<file path="src/rtl/edp_pkg.sv">
// edp_pkg: shared types, diag function codes and mask helper for EDP diag blocks
package edp_pkg;

    typedef enum logic [2:0] {IDLE, ISSUE, CAPTURE, PRESENT, FINISH} tSnapState;

    localparam logic [2:0] DIAG_AR  = 3'd0;
    localparam logic [2:0] DIAG_BR  = 3'd1;
    localparam logic [2:0] DIAG_MQ  = 3'd2;
    localparam logic [2:0] DIAG_FM  = 3'd3;
    localparam logic [2:0] DIAG_BRX = 3'd4;
    localparam logic [2:0] DIAG_ARX = 3'd5;
    localparam logic [2:0] DIAG_ADX = 3'd6;
    localparam logic [2:0] DIAG_AD  = 3'd7;

    typedef struct packed {
        logic       valid;
        logic [2:0] idx;
    } tLowest;

    // Index of the lowest selected function; scanning downwards lets the lowest win.
    function automatic tLowest lowest_set(input logic [0:7] mask);
        tLowest r;
        r = '0;
        for (int k = 7; k >= 0; k--) begin
            if (mask[k]) begin
                r.valid = 1'b1;
                r.idx   = 3'(k);
            end
        end
        return r;
    endfunction

endpackage

</file>
<file path="src/rtl/edp_diag_snap.sv">
// edp_diag_snap: walks selected EDP diag read functions and hands captured EBUS words to the console
module edp_diag_snap #(
    parameter int RETRY_MAX = 15
) (
    input  logic        clk,
    input  logic        rst_n,
    input  logic        start,
    input  logic [0:7]  func_mask,
    input  logic        abort,
    output logic        diag_read,
    output logic [4:6]  diag_func,
    input  logic        ebus_drive,
    input  logic [0:35] ebus_data,
    input  logic        ad_to_ebus,
    output logic        snap_valid,
    input  logic        snap_ready,
    output logic [0:2]  snap_sel,
    output logic [0:35] snap_data,
    output logic        snap_par,
    output logic        busy,
    output logic        done,
    output logic        err
);
    import edp_pkg::*;

    tSnapState  state;
    logic [0:7] mask;
    logic [0:7] maskLeft;
    logic [2:0] cur;
    logic [3:0] retry;
    logic       issueOk;
    logic       captureOk;
    tLowest     first;
    tLowest     nxt;

    // Mask with the word being presented removed, used to pick the next function.
    always_comb begin
        maskLeft      = mask;
        maskLeft[cur] = 1'b0;
    end

    assign first     = lowest_set(func_mask);
    assign nxt       = lowest_set(maskLeft);
    assign captureOk = issueOk && ebus_drive && !ad_to_ebus;
    assign busy      = state != IDLE;
    assign snap_par  = ^snap_data;

    // Sequencer: the EBUS must be clean in both ISSUE and CAPTURE, otherwise the read is retried.
    always_ff @(posedge clk or negedge rst_n) begin
        if (!rst_n) begin
            state      <= IDLE;
            mask       <= '0;
            cur        <= DIAG_AR;
            retry      <= '0;
            issueOk    <= 1'b0;
            diag_read  <= 1'b0;
            diag_func  <= DIAG_AR;
            snap_valid <= 1'b0;
            snap_sel   <= '0;
            snap_data  <= '0;
            done       <= 1'b0;
            err        <= 1'b0;
        end else begin
            done <= 1'b0;
            if (state != IDLE && abort) begin
                state      <= IDLE;
                diag_read  <= 1'b0;
                snap_valid <= 1'b0;
            end else begin
                case (state)
                    IDLE: if (start) begin
                        mask      <= func_mask;
                        err       <= 1'b0;
                        retry     <= '0;
                        cur       <= first.idx;
                        diag_func <= first.idx;
                        diag_read <= first.valid;
                        state     <= first.valid ? ISSUE : FINISH;
                    end
                    ISSUE: begin
                        issueOk <= ebus_drive && !ad_to_ebus;
                        state   <= CAPTURE;
                    end
                    CAPTURE: begin
                        if (captureOk) begin
                            snap_data  <= ebus_data;
                            snap_sel   <= cur;
                            snap_valid <= 1'b1;
                            diag_read  <= 1'b0;
                            state      <= PRESENT;
                        end else begin
                            retry <= retry + 4'd1;
                            if (retry == 4'(RETRY_MAX - 1)) begin
                                err       <= 1'b1;
                                diag_read <= 1'b0;
                                state     <= IDLE;
                            end else begin
                                state <= ISSUE;
                            end
                        end
                    end
                    PRESENT: if (snap_ready) begin
                        snap_valid <= 1'b0;
                        mask       <= maskLeft;
                        retry      <= '0;
                        cur        <= nxt.idx;
                        diag_func  <= nxt.idx;
                        diag_read  <= nxt.valid;
                        state      <= nxt.valid ? ISSUE : FINISH;
                    end
                    FINISH: begin
                        done  <= 1'b1;
                        state <= IDLE;
                    end
                    default: state <= IDLE;
                endcase
            end
        end
    end

endmodule

</file>
<file path="config.mk">
export PLATFORM = sky130hd
export DESIGN_NAME = edp_diag_snap
export DESIGN_NICKNAME = d
export VERILOG_FILES = /design/src/rtl/edp_pkg.sv /design/src/rtl/edp_diag_snap.sv
export SDC_FILE = /design/constraint.sdc
export NUM_CORES = 1
export LEC_CHECK = 0
export CORE_AREA = 2 2 92 94
export CTS_CLUSTER_DIAMETER = 40
export CTS_CLUSTER_SIZE = 12
export DETAILED_ROUTE_END_ITERATION = 10
export DIE_AREA = 0 0 94 96
export MAX_ROUTING_LAYER = met4
export PLACE_DENSITY_LB_ADDON = 0.05
export SLEW_MARGIN = 0
export SYNTH_ARGS = -nofsm -noshare
export SYNTH_HDL_FRONTEND = slang
export SYNTH_SLANG_ARGS = --single-unit
export TNS_END_PERCENT = 10
</file>
<file path="constraint.sdc">
create_clock -name clk -period 2 [get_ports clk]
set_clock_uncertainty 0.15 [all_clocks]
set_input_delay 0.2 -clock clk [delete_from_list [all_inputs] [get_ports clk]]
set_output_delay 0.2 -clock clk [all_outputs]
set_load 0.005 [all_outputs]
</file>
---- Word level (Yosys, flattened, before mapping) ----
Cells that the tools add are included.
word-level totals
  input bits .............................. 51
  register bits after elaboration ......... 62
  memory bits (writable) .................. 0
  memories ................................ 0
  bits in read-only memories .............. 0
  latch bits .............................. 0
operators by class
  equal/unequal tests ..................... 13
  shift-type cells ........................ 0
  reduce and logical (&&, ||, !) cells .... 22
  multipliers ............................. 0
  muxes and demuxes ....................... 52
  divide/modulo/power cells ............... 0
  magnitude comparators ................... 2
  bitwise logic cells ..................... 4
  add/subtract/negate cells ............... 1
operators by type and width
  kind                                                         count
  two-way mux 4 bit                                            19
  parity 36 bit                                                1
  two-way mux 3 bit                                            7
  two-way mux 8 bit                                            2
  case mux 8 bit (2 select lines)                              1
  two-way mux 1 bit                                            15
  case mux 3 bit (4 select lines)                              1
  case mux 4 bit (3 select lines)                              1
  AND reduction 5 bit                                          2
  inequality test 3 bit (second input constant)                3
  nonzero test 3 bit                                           3
  AND 8 bit                                                    1
  inequality test 2 bit (second input constant)                4
  NOT 8 bit                                                    1
  AND reduction 4 bit                                          2
  == test 3 x 2 -> 1 bit (second input constant)               2
  case mux 3 bit (2 select lines)                              1
  AND reduction 3 bit                                          2
  logical AND 1 bit                                            5
  adder 4 x 1 -> 4 bit (second input constant)                 1
  == test 4 bit (second input constant)                        1
  greater-or-equal comparator 4 bit (second input constant)    1
  less-than comparator 4 x 1 -> 1 bit (second input constant)  1
  inequality test 4 bit (second input constant)                1
  other kinds (13)                                             16

---- Depth between registers and ports, before layout ----
  word-level depth ........................ 19
  gate-level depth with buffers ........... 7
  gate-level depth less buffers ........... 6

---- Least setup slack after synthesis ----
No wires, ideal clock.
  kind .................................... register to register
  from .................................... reg state[0]
  to ...................................... reg diag_read
  setup slack ............................. 0.093 ns
  library setup time ...................... 0.125 ns
  cell stages (with the launch flop) ...... 7
  arrival time ............................ 1.632 ns
  buffers on the path ..................... 1
  cells stage by stage .................... dfrtp_1 > buf_6 > or3b_4 > a31oi_2 > a211oi_1 > o22ai_2 > mux2_4
between the ends
  longest elaborated chain between the ends .. 4
  elaborated cells between the ends (all ways) .. 12
  those cells by class .................... 5 x eq/ne; 2 x mux; 5 x reduce/logical
ends and longest elaborated chain
  what                                                                  line                  source
  start, declared                                                       edp_diag_snap.sv:26   tSnapState state;
  start signal, assigned                                                edp_diag_snap.sv:78   state <= first.valid ? ISSUE : FINISH;
  start signal, assigned                                                edp_diag_snap.sv:109  state <= nxt.valid ? ISSUE : FINISH;
  nonzero test 3 bit                                                    edp_diag_snap.sv:65   if (state != IDLE && abort) begin
  logical AND 1 bit                                                     edp_diag_snap.sv:65
  inequality test 4 bit (no source line), or another cell as far along  -
  AND reduction 4 bit (no source line)                                  -
  end signal, assigned                                                  edp_diag_snap.sv:77   diag_read <= first.valid;
  end signal, assigned                                                  edp_diag_snap.sv:108  diag_read <= nxt.valid;
  end, declared                                                         edp_diag_snap.sv:10   output logic diag_read,
Several ways; a longest one is shown, not always the timed one.
A chain may end at the register's enable or synchronous reset.

---- Worst setup path in the final report ----
  from .................................... reg snap_data[5] (netlist name)
  to ...................................... out snap_par
between the ends
  longest elaborated chain between the ends .. 1
ends and longest elaborated chain
  what                    line                 source
  start, declared         edp_diag_snap.sv:18  output logic [0:35] snap_data,
  start signal, assigned  edp_diag_snap.sv:86  snap_data <= ebus_data;
  parity 36 bit           edp_diag_snap.sv:46  assign snap_par = ^snap_data;
  end, declared           edp_diag_snap.sv:19  output logic snap_par,
No other way between the ends.

==> metrics <==
pre-CTS setup slack -0.389 ns; Die W approximately 94 um; Vias around 2900; unique cell type count in the Yosys netlist 60; maximum fanout along the worst path 2; deepest level of the CTS H-tree 3; first-pass GRT wire length 13.3 mm; hold slack approximately 0.27 ns; main area contributors after synthesis dfrtp_1 46%, mux2_2 10%, xnor2_1 7.5%; Crit Path Class flip-flop to output port; Nets 530; Core Area approximately 0.008 mm^2; Final Worst Setup Slack -0.313 ns; DR iter-0 viols ~130; Port-buffer cells 98; Synth Warn # 0; Vias/cell between 4 and 5; Clock Tree Root clkbuf_8; post-synthesis sequential area ratio roughly 46%; Mapped Area ~0.0034 mm^2; Crit path required time around 1.7 ns; post-detail-place hpwl ~6.3 mm; Psw approximately 3.1 mW; Reg clk slew, reported paths 0.07 ns; minimum clock period between 2 and 2.5 ns; height of the die 96 um; reg2reg start cur[0]; placed cell areas ~0.005 mm^2; Layout area overhead 58.2%; Mapped Avg Cell Area about 11 um^2; Worst Setup End Kind output port; final period utilization 116%; Most used DFF post-synth dfrtp_1; Int Power ~6.1 mW; DRC errors left 0; Lkg Pwr 2.43 nW; I/O pin count 99; CTS tree yes; initial core utilization a little over two fifths; GPL Wtd Cong a little over 0.9; Antenna Violating Nets Remaining 0; worst hold path class primary input to async pin; worst rel slew slack between 70% and 80%; leading area contributor after synthesis dfrtp_1; Tot Pwr ~9.1 mW; FF-to-FF path depth 5; Cell Pwr Density 1710 mW/mm^2; sw frac about 34%; initial antenna violation count 0; Slew @ Worst Pin about 0.4 ns; row count 33; R2R setup slack about 0.040 ns; Worst Path Arrival 1.96 ns; Total GRT Usage 19.8%; largest net degree at the start of global routing 63; Finished Cell Area ~0.0053 mm^2; Inst Count DP between 500 and 600; routed length per placed instance between 10 and 15 um; RSZ-0062 raised after global routing yes; Clock Sinks 62; Filler Cells Inserted ~660; failing checks negative setup slack; total routed wirelength about 8.3 mm; full die area between 0.009 and 0.01 mm^2; EDFF count, synth 0; top post-synthesis cells by count 62 x dfrtp_1, 31 x mux2_2, 29 x xnor2_1, 20 x nand2_1, 16 x nor2_1; Syn Nets approximately 350; max_cap viols 0; Gate power share a little over three fifths; RR Endpoint diag_read; top-area cell type share of the netlist area 45.9%; vias in the first global route 2803; # diodes 0; CTS Buf Count 9; Max Buffers Root-to-Sink 2; Synth async-reset ratio 100%; Worst Setup Start Kind flip-flop; top-count cell post-synth dfrtp_1; outcome finished with violations; layout cells sized above 1 32.6%; non-filler cells, final 586; Slew Viols, Final 0; clock power share 13.5%; final setup vio count 2; final hold viol count 0; fmax 0.432 GHz; flops & latches, synth 62; Max VDD drop around 0.9 mV; 1st-pass router iterations 4; share of power burned in registers 24.1%; GRT overflow 0; Gate Count Post-Synth between 200 and 300; worst skew pair latency 0.33 ns
-- sequential cells by signal, indices dropped and copies added, names as in the netlist --
register    cells
err             1
diag_read       1
snap_valid      1
mask            8
issueOk         1
snap_sel        3
retry           4
state           3
done            1
snap_data      36
cur             3
-- layer usage --
metal | up-vias | wire length, um | GRT usage, %
li1 | 1425 | - | -
met1 | 1337 | 3880 | 26.1
met2 | 89 | 3820 | 30.2
met3 | 13 | 440 | 3.29
met4 | 0 | 176 | 8.82
met5 | - | 0 | -
-- cell type report --
type | count | area, um^2 | share of cell area, %
clock buffer | 11 | 151 | 2.83
clock inverter | 4 | 70.1 | 1.31
inverter | 9 | 33.8 | 0.632
multi-input combinational | 215 | 1760 | 32.9
sequential | 62 | 1560 | 29.1
tap | 105 | 131 | 2.46
timing repair buffer | 180 | 1640 | 30.7
-- metrics by stage --
step | utilization (%) | TNS [ns]
6_report | 66.4 | -0.325
5_1_grt | 66.4 | -0.520
3_3_place_gp | 62.3 | -0.634
4_1_cts | 65.6 | -0.398
2_1_floorplan | - | 0
3_5_place_dp | 62.3 | -0.614
-- worst max-delay path, stage by stage (launching register included) --
cell and delay, ns:
dfrtp_1 0.39, xnor2_1 0.19, xnor2_1 0.16, xnor2_1 0.14, xnor3_1 0.47, xnor2_2 0.15, buf_2 0.13
-- placed cells by master (no fill, tap or decap), types with 5 or more instances in the layout --
cell and n:
nor2_1 16, mux2_2 31, a22o_1 8, xnor2_1 28, buf_4 76, nor2b_1 7, clkdlybuf4s50_1 96, nand2_1 19
nor3_1 5, mux2_1 10, a21oi_1 6, inv_1 9, dfrtp_1 57, o21ai_0 10, xor2_1 5, dfrtp_2 5
clkbuf_8 11
-- power groups by stage --
| stage | Clock [mW] | Combinational (mW) | Sequential [mW] |
|---|---|---|---|
| after floorplan | 0 | 2.97 | 2.21 |
| after global placement | 0 | 5.71 | 2.18 |
| after detailed placement | 0 | 5.78 | 2.21 |
| after CTS | 1.28 | 5.63 | 2.19 |
| after global routing | 1.32 | 6.13 | 2.28 |
| final | 1.23 | 5.70 | 2.20 |
-- logic make-up after synthesis --
group | Yosys count | share of synthesized area [%]
and+or+nand+nor | 75 | 11.9
DFF | 62 | 45.9
AOI/OAI and AO/OA | 58 | 13.0
muxes | 45 | 15.2
xor gates and xnor gates | 35 | 9.48
buffers and inverters | 22 | 3.85
adders and majority gates | 2 | 0.741
-- timing repair --
action                     in CTS  in global routing
setup endpoints to repair       3                 25
gates resized for setup         9                 12
gates cloned                    0                  0
hold endpoints to repair       62                  0
hold buffers                    1                  0
buffers inserted                2                  2
pin swaps                       6                  3
-- worst max-delay path by stage --
| stage | from | endpoint | slack [ns] |
|---|---|---|---|
| after global routing | snap_data[9] | snap_par | -0.42 |
| after global placement | snap_data[28] | snap_par | -0.37 |
| final | snap_data[5] | snap_par | -0.31 |
| after CTS | snap_data[18] | snap_par | -0.37 |
| after floorplan | state[0] | diag_read | 0.09 |
| after detailed placement | snap_data[28] | snap_par | -0.39 |
(Power assumes the default switching activity.)
